**src/rtl/pipe_pkg.sv**
```systemverilog
// Shared types and constants for the memory pipeline stage.
// Holds the access FSM encoding and the alignment helpers.
package pipe_pkg;

    typedef enum logic [1:0] {
        IDLE,
        WAIT,
        DONE
    } mem_state_t;

    localparam logic [31:0] ERR_DATA_DEF = 32'hDEAD_BEEF;
    localparam logic [31:0] WORD_MASK    = 32'h0000_0003;

    function automatic logic is_aligned(input logic [31:0] a);
        return (a & WORD_MASK) == 32'h0;
    endfunction

endpackage

```
**src/rtl/mem_wait_timer.sv**
```systemverilog
// Counts WAIT cycles without a memory acknowledge.
// Saturates at TIMEOUT and flags the final allowed cycle.
module mem_wait_timer #(
    parameter int TIMEOUT = 64
) (
    input  logic clk_i,
    input  logic rst_i,
    input  logic clr_i,
    input  logic en_i,
    output logic expired_o
);

    localparam int W = $clog2(TIMEOUT + 1);
    localparam logic [W-1:0] LIMIT = W'(TIMEOUT);
    localparam logic [W-1:0] ONE   = W'(1);

    logic [W-1:0] cnt_q;
    logic [W-1:0] cnt_d;

    // The current cycle is the TIMEOUT-th one once TIMEOUT-1 have elapsed.
    assign expired_o = (cnt_q >= (LIMIT - ONE));

    // Next count: clear wins, otherwise count up to LIMIT and hold.
    always_comb begin
        cnt_d = cnt_q;
        if (clr_i) begin
            cnt_d = '0;
        end else if (en_i && (cnt_q != LIMIT)) begin
            cnt_d = cnt_q + ONE;
        end
    end

    // Counter register with synchronous reset.
    always_ff @(posedge clk_i) begin
        if (rst_i) begin
            cnt_q <= '0;
        end else begin
            cnt_q <= cnt_d;
        end
    end

endmodule

```
**src/rtl/mem_stage_access.sv**
```systemverilog
// Memory-stage data access controller feeding the MEM/WB register.
// Runs a req/ack data port, stalls the pipe, and aborts on timeout.
module mem_stage_access
    import pipe_pkg::*;
#(
    parameter int          TIMEOUT  = 64,
    parameter logic [31:0] ERR_DATA = ERR_DATA_DEF
) (
    input  logic        clk_i,
    input  logic        rst_i,
    input  logic        MemRead_i,
    input  logic        MemWrite_i,
    input  logic [31:0] addr_i,
    input  logic [31:0] wdata_i,
    output logic        mem_req_o,
    output logic        mem_we_o,
    output logic [31:0] mem_addr_o,
    output logic [31:0] mem_wdata_o,
    input  logic        mem_ack_i,
    input  logic [31:0] mem_rdata_i,
    output logic [31:0] Memout_o,
    output logic        stall_o,
    output logic        err_o
);

    mem_state_t  state_q, state_d;
    logic        req_q, req_d;
    logic        we_q, we_d;
    logic [31:0] addr_q, addr_d;
    logic [31:0] wdata_q, wdata_d;
    logic [31:0] memout_q, memout_d;
    logic        err_q, err_d;

    logic tmr_clr;
    logic tmr_en;
    logic tmr_expired;

    // Timer restarts in IDLE and only runs in WAIT while unacknowledged.
    assign tmr_clr = (state_q == IDLE);
    assign tmr_en  = (state_q == WAIT) && !mem_ack_i;

    mem_wait_timer #(
        .TIMEOUT(TIMEOUT)
    ) u_timer (
        .clk_i    (clk_i),
        .rst_i    (rst_i),
        .clr_i    (tmr_clr),
        .en_i     (tmr_en),
        .expired_o(tmr_expired)
    );

    // Next-state, registered-output and stall logic for the access FSM.
    always_comb begin
        state_d  = state_q;
        req_d    = req_q;
        we_d     = we_q;
        addr_d   = addr_q;
        wdata_d  = wdata_q;
        memout_d = memout_q;
        err_d    = err_q;
        stall_o  = 1'b0;
        unique case (state_q)
            IDLE: begin
                if (MemRead_i || MemWrite_i) begin
                    stall_o = 1'b1;
                    if (is_aligned(addr_i)) begin
                        we_d    = MemWrite_i;
                        addr_d  = addr_i;
                        wdata_d = wdata_i;
                        req_d   = 1'b1;
                        state_d = WAIT;
                    end else begin
                        memout_d = ERR_DATA;
                        err_d    = 1'b1;
                        state_d  = DONE;
                    end
                end
            end
            WAIT: begin
                stall_o = 1'b1;
                if (mem_ack_i) begin
                    if (!we_q) begin
                        memout_d = mem_rdata_i;
                    end
                    req_d   = 1'b0;
                    state_d = DONE;
                end else if (tmr_expired) begin
                    if (!we_q) begin
                        memout_d = ERR_DATA;
                    end
                    req_d   = 1'b0;
                    err_d   = 1'b1;
                    state_d = DONE;
                end
            end
            DONE: begin
                state_d = IDLE;
            end
            default: begin
                state_d = IDLE;
            end
        endcase
    end

    // State and output registers with synchronous reset.
    always_ff @(posedge clk_i) begin
        if (rst_i) begin
            state_q  <= IDLE;
            req_q    <= 1'b0;
            we_q     <= 1'b0;
            addr_q   <= '0;
            wdata_q  <= '0;
            memout_q <= '0;
            err_q    <= 1'b0;
        end else begin
            state_q  <= state_d;
            req_q    <= req_d;
            we_q     <= we_d;
            addr_q   <= addr_d;
            wdata_q  <= wdata_d;
            memout_q <= memout_d;
            err_q    <= err_d;
        end
    end

    assign mem_req_o   = req_q;
    assign mem_we_o    = we_q;
    assign mem_addr_o  = addr_q;
    assign mem_wdata_o = wdata_q;
    assign Memout_o    = memout_q;
    assign err_o       = err_q;

endmodule

```
**config.mk**
```make
export PLATFORM = sky130hd
export DESIGN_NAME = mem_stage_access
export DESIGN_NICKNAME = d
export VERILOG_FILES = /design/src/rtl/pipe_pkg.sv /design/src/rtl/mem_wait_timer.sv /design/src/rtl/mem_stage_access.sv
export SDC_FILE = /design/constraint.sdc
export NUM_CORES = 1
export LEC_CHECK = 0
export ABC_CLOCK_PERIOD_IN_PS = 2100
export CORE_ASPECT_RATIO = 1.5
export CORE_MARGIN = 2
export CORE_UTILIZATION = 42
export CTS_BUF_LIST = sky130_fd_sc_hd__clkbuf_4 sky130_fd_sc_hd__clkbuf_8
export DETAILED_ROUTE_END_ITERATION = 10
export PLACE_DENSITY = 0.83
export SYNTH_ARGS = -nofsm -noshare
export SYNTH_HDL_FRONTEND = slang
export SYNTH_HIERARCHICAL = 1
export SYNTH_SLANG_ARGS = --single-unit
```
**constraint.sdc**
```tcl
create_clock -name clk_i -period 2.1 [get_ports clk_i]
set_clock_uncertainty 0.05 [all_clocks]
set_input_delay 0.42 -clock clk_i [delete_from_list [all_inputs] [get_ports clk_i]]
set_output_delay 0.42 -clock clk_i [all_outputs]
set_load 0.02 [all_outputs]
```
After elaboration in Yosys (flattened, before gate mapping)

Index checks and enable logic that the tools add are counted.

Add/sub/neg operators: 1
Order comparisons: 1
Eq/ne operators: 9
Muxes and demuxes: 24
Reductions and logical operators: 13

Operator list:

| kind                | number |
|---|---|
| $mux 32             | 6 |
| $pmux 32 s2         | 1 |
| $logic_not 32->1    | 1 |
| $reduce_and 5->1    | 2 |
| $mux 1              | 9 |
| $mux 2              | 4 |
| $ne 2x2->1 const B  | 4 |
| $add 7x1->7 const B | 1 |
| $ge 7x6->1 const B  | 1 |
| $ne 7x7->1 const B  | 1 |
| $pmux 1 s2          | 3 |
| $ne 2x1->1 const B  | 2 |
| $pmux 2 s2          | 1 |
| $reduce_and 4->1    | 1 |
| $ne 3x3->1 const B  | 1 |
| $reduce_and 3->1    | 1 |
| $eq 2x1->1 const B  | 1 |
| $logic_and 1x1->1   | 2 |
| $logic_not 2->1     | 1 |
| $reduce_and 2->1    | 1 |
| $reduce_bool 2->1   | 1 |
| $reduce_or 2->1     | 1 |
| $logic_not 1->1     | 1 |
| $logic_or 1x1->1    | 1 |

Register bits after elaboration: 108
Input bits: 101
Logic and storage cells: 56

Logic depth before layout (Yosys ltp)

Depth in word-level cells: 4
Mapped depth: 8
Mapped depth without buffers: 7

Modules after synthesis

Netlist, hierarchy kept.

Modules (own cells, without submodules):

| module           | instances | cells an instance | area each (µm²) | sequential area each (µm²) |
|---|---|---|---|---|
| mem_stage_access | 1         | 449               | 3733.6          | 2021.9 |
| mem_wait_timer   | 1         | 43                | 372.9           | 140.1 |

Worst setup path before layout

No wires, ideal clock.

Path type: reg-to-reg
Start point: register u_timer.cnt_q[1]
End point: register memout_q[18] (netlist: Memout_o[18])
Arrival: 1576 ps
Data required time: 1918 ps
Setup slack: 342 ps
Stages on the path, launching flop included: 9
Path buffers: 1
Clock period less this slack: 1758 ps
Path through: dfxtp_1 > ha_1 > a21oi_1 > o21bai_1 > nor2_1 > o32a_4 > buf_6 > nor3_1 > nor3_1

Longest elaborated chain between the ends: 3

Ends and longest elaborated chain:

| item                       | RTL line                | RTL |
|---|---|---|
| start, declared            | mem_wait_timer.sv:17    | `logic [W-1:0] cnt_q;` |
| start signal, assigned     | mem_wait_timer.sv:38    | `cnt_q <= cnt_d;` |
| $ge 7x6->1                 | mem_wait_timer.sv:21    | `assign expired_o = (cnt_q >= (LIMIT - ONE));` |
| named net tmr_expired      | mem_stage_access.sv:36  | `logic tmr_expired;` |
| $ne 3x3->1 (no line)       | --                      |  |
| $reduce_and 5->1 (no line) | --                      |  |
| end signal, assigned       | mem_stage_access.sv:121 | `memout_q <= memout_d;` |
| end, declared              | mem_stage_access.sv:31  | `logic [31:0] memout_q, memout_d;` |

The timed path passes the listed nets, and every way through them passes these cells.
A chain may end at the register's enable or synchronous reset.

Final worst setup path

Start point: register we_q (netlist: mem_we_o)
End point: output mem_we_o

RTL lines:

| item                   | RTL line                | RTL |
|---|---|---|
| start, declared        | mem_stage_access.sv:28  | `logic we_q, we_d;` |
| start signal, assigned | mem_stage_access.sv:118 | `we_q <= we_d;` |
| end, declared          | mem_stage_access.sv:16  | `output logic mem_we_o,` |

No word-level cell between the ends.

==> impl.org <==
** Clock tree
- Clock transition at the registers of the reported paths :: 0.09 ns
- The later pin in the worst-skew pair is clocked with a latency of 0.36 ns.
- Max clock buf depth :: 2
- The tree built by TritonCTS fans out to roughly 110 sinks.
- The number of clock buffers added by TritonCTS is 9.
- Clk root buf :: sky130_fd_sc_hd__clkbuf_8
- Clock tree from TritonCTS :: done
- Number of H-tree branching levels :: 3

** STA
- Dividing the final minimum period by the clock period gives 94.8%.
- At the pin with the least slew margin, the transition time is 0.479 ns.
- Setup violations remaining at the end of the flow were counted as 0.
- The smallest clock period supported by the final layout is computed as 1.99 ns.
- Final hold violations :: 0
- The number of pins exceeding their max-slew limit in the final report is 0.
- Worst slew margin :: 68.1%
- Max Clk Rate :: 502 MHz
- Final hold analysis gives a worst-case slack of 0.408 ns.
- Setup repair after global routing missed its margin :: false

** Critical path
- WP data arrival :: 1.52 ns
- Buffers & Inverters on Critical Path :: 1
- STA classifies the critical path endpoint as a primary output.
- Crit Path Category :: reg -> out
- Traced cell by cell, the critical path runs through clkdlybuf4s50_1.
- Crit path max-delay cell type :: sky130_fd_sc_hd__clkdlybuf4s50_1
- STA puts the critical path data required time at 1.63 ns.
- The largest single stage delay on the critical path is between 0.6 and 0.7 ns.
- The worst setup path is launched from a register.
- Along the worst path, the maximum fanout reaches 4.
- Grouping stages by cell kind, the critical path spends the most delay in buffers and inverters.

** Power
- The design draws ~4.7 mW.
- Power per Cell Area :: a little over 700 nW/µm²
- IR analysis of the VDD net gives a maximum drop of between 0.4 and 0.5 mV.
- Summed over all cells, the static leakage comes to 2.31 nW.

** Yosys
- A synthesized cell averages 8.35 µm².
- In this run the biggest area consumer among cell types represents a little over half of the synthesized area.
- In this run the cell area of the synthesized design comes to 4110 µm².
- After synthesis the netlist holds a flip-flop and latch count of 108.
- In the synthesized netlist the async set-or-reset flop fraction comes to 0%.
- Top cell types by occurrence after synthesis :: sky130_fd_sc_hd__nand2_1, sky130_fd_sc_hd__dfxtp_1, sky130_fd_sc_hd__a21oi_1
- Cell accounting for the most synthesized area :: sky130_fd_sc_hd__dfxtp_1
- Most common cell in the synthesized netlist :: sky130_fd_sc_hd__nand2_1
- Counting flops with a built-in enable in the synthesized netlist gives 0.
- During synthesis, Yosys emitted a total of 6 warnings.
- For this run, the leading register cell type out of synthesis is sky130_fd_sc_hd__dfxtp_1.
- Sorting the synthesized cells by area gives the leading types as sky130_fd_sc_hd__dfxtp_1, sky130_fd_sc_hd__nand2_1, sky130_fd_sc_hd__a21oi_1, sky130_fd_sc_hd__nor3_1, sky130_fd_sc_hd__buf_6.
- Count of cell types in the netlist :: 37
- Post-synthesis sequential area ratio :: 52.7%
- Synthesis handed over a netlist of 492 instances.
- Syn_nets :: around 600

** Outcome
- Outcome :: finished clean

** Detailed routing
- DRC violations left :: 0
- Dividing the detail-routed via count by the number of cells gives about 5.
- In this run, the number of DRC markers left after iteration 0 of detailed routing was 154.
- For this block, the routed nets add up to 11400 µm of wire.
- Vias after detailed routing :: 4079
- Dividing the detail-routed wire length by the instance count gives about 14 µm.
- Antenna Violating Nets Remaining :: 0
- The first detailed-routing pass took 4 iterations.

** Floorplan
- DIE WIDTH :: 84.7 µm
- Row count :: 44
- Core box area :: 9580 µm²
- In this run the count of I/O pins placed on the die edge is 201.
- Total die area :: 10600 µm²
- Starting density of the core :: 42.9%
- The die is 125 µm tall.

** Global route
- The number of antenna violations at the first check in global routing is 0.
- Wire length of the first global-routing pass :: about 19000 µm
- GRT overflow :: 0
- The number of global-route vias before repair is 3998.
- Largest net degree at the start of global routing :: 47
- Global routing consumed, over all layers together, 21.4% of the routing resources.

** Layout
- Util after Layout :: 68.1%
- Growth of design area from synthesis to finish :: 58.8%
- In the final design database the tool counted 795 nets.
- # fillers :: 752
- Antenna cell count :: 0
- Fraction of layout instances using a drive strength above 1 :: under 10%

** Placed design
- In this run the tool buffered the top-level ports with 200 buffer cells.
- Post-detail-place hpwl :: 8490 µm
- Final estimated routing congestion in global placement :: 0.760

** Job
- Max-cap violations :: 0

** Hold path
- The path class of the tightest hold or removal check is reg -> reg.
[through the flow]
stage	TNS, ns	worst slack, ns	cells	area (µm²)
2_1_floorplan	0	0.342	492	4110
3_3_place_gp	-0.0499	-0.0499	796	6270
3_5_place_dp	-0.0382	-0.0382	796	6270
4_1_cts	0	0.103	812	6520
5_1_grt	0	0.0617	812	6520
6_report	0	0.110	812	6520
[logic make-up (layout without fill, tap and decap cells)]
group,count (synthesis),count (layout),share of synthesized area [%]
flip-flops,108,108,52.7
adder cells (fa/ha/maj),2,2,0.609
buffers and inverters,38,243,5.76
AND/OR/NAND/NOR,252,252,27.8
AO/OA/AOI/OAI,87,87,12.0
XOR/XNOR,3,3,0.640
multiplexers,2,2,0.488
[area by class of cell]
| type | instances | area, µm² | share of cell area (%) |
|---|---|---|---|
| tap | 115 | 144 | 2.21 |
| multi-input combinational | 346 | 1720 | 26.3 |
| clock inverter | 4 | 95.1 | 1.46 |
| timing repair buffer | 222 | 2230 | 34.1 |
| sequential | 108 | 2160 | 33.2 |
| inverter | 5 | 18.8 | 0.288 |
| clock buffer | 12 | 159 | 2.44 |
[sequential cells by signal, indices dropped and copies added (netlist names)]
| name | cells |
|---|---|
| Memout_o | 32 |
| err_o | 1 |
| mem_addr_o | 32 |
| mem_req_o | 1 |
| mem_wdata_o | 32 |
| mem_we_o | 1 |
| state_q | 2 |
| u_timer/cnt_q | 7 |
[worst paths after layout]
path / cells past startpoint / endpoint / slack, ns / start
setup / recovery: 1 / mem_we_o / 0.11 / mem_we_o$_SDFFE_PP0P_
hold / removal: 2 / mem_wdata_o[16]$_SDFFE_PP0P_ / 0.41 / mem_wdata_o[16]$_SDFFE_PP0P_
setup reg to reg: 8 / Memout_o[3]$_SDFFE_PP0P_ / 0.23 / u_timer/cnt_q[0]$_SDFFE_PP0P_
hold reg to reg: 2 / mem_wdata_o[16]$_SDFFE_PP0P_ / 0.41 / mem_wdata_o[16]$_SDFFE_PP0P_
[placed cells by master (no fill, tap or decap), types with 3 or more instances in the layout]
cell	netlist	final
sky130_fd_sc_hd__a21oi_1	76	76
sky130_fd_sc_hd__clkdlybuf4s50_1	0	198
sky130_fd_sc_hd__buf_12	0	5
sky130_fd_sc_hd__nor3_2	8	8
sky130_fd_sc_hd__clkbuf_8	0	11
sky130_fd_sc_hd__bufinv_16	0	3
sky130_fd_sc_hd__inv_1	5	5
sky130_fd_sc_hd__dfxtp_1	108	107
sky130_fd_sc_hd__nor2_1	35	35
sky130_fd_sc_hd__nand2_1	140	140
sky130_fd_sc_hd__nor3_1	42	42
sky130_fd_sc_hd__buf_4	0	18
sky130_fd_sc_hd__nand3_1	10	10
[what timing repair did]
item / in CTS / in global routing
setup buffers: 0 / 0
endpoints found under the setup margin: 1 / 0
gates resized for setup: 2 / 0
hold buffers: 0 / 0
[tightest hold or removal path: stages (launching register included)]
cell and delay [ns]:
sky130_fd_sc_hd__dfxtp_1 0.32, sky130_fd_sc_hd__nand2_1 0.05, sky130_fd_sc_hd__a21oi_1 0.05
[report_power, final]
group / switching [mW] / internal (mW)
Clock: 0.664 / 0.869
Sequential: 0.0638 / 2.16
Combinational: 0.446 / 0.490
Total: 1.17 / 3.52
[metal layers]
| metal | part of all wire, % | GRT usage (%) | vias up |
|---|---|---|---|
| met2 | 51 | 37.6 | 151 |
| met1 | 39 | 24.3 | 1865 |
| met4 | 4.5 | 12.0 | 0 |
| met5 | 0 | 0 | - |
| li1 | - | - | 2026 |
| met3 | 5.4 | 3.43 | 37 |
Power figures use the tool's default switching activity.
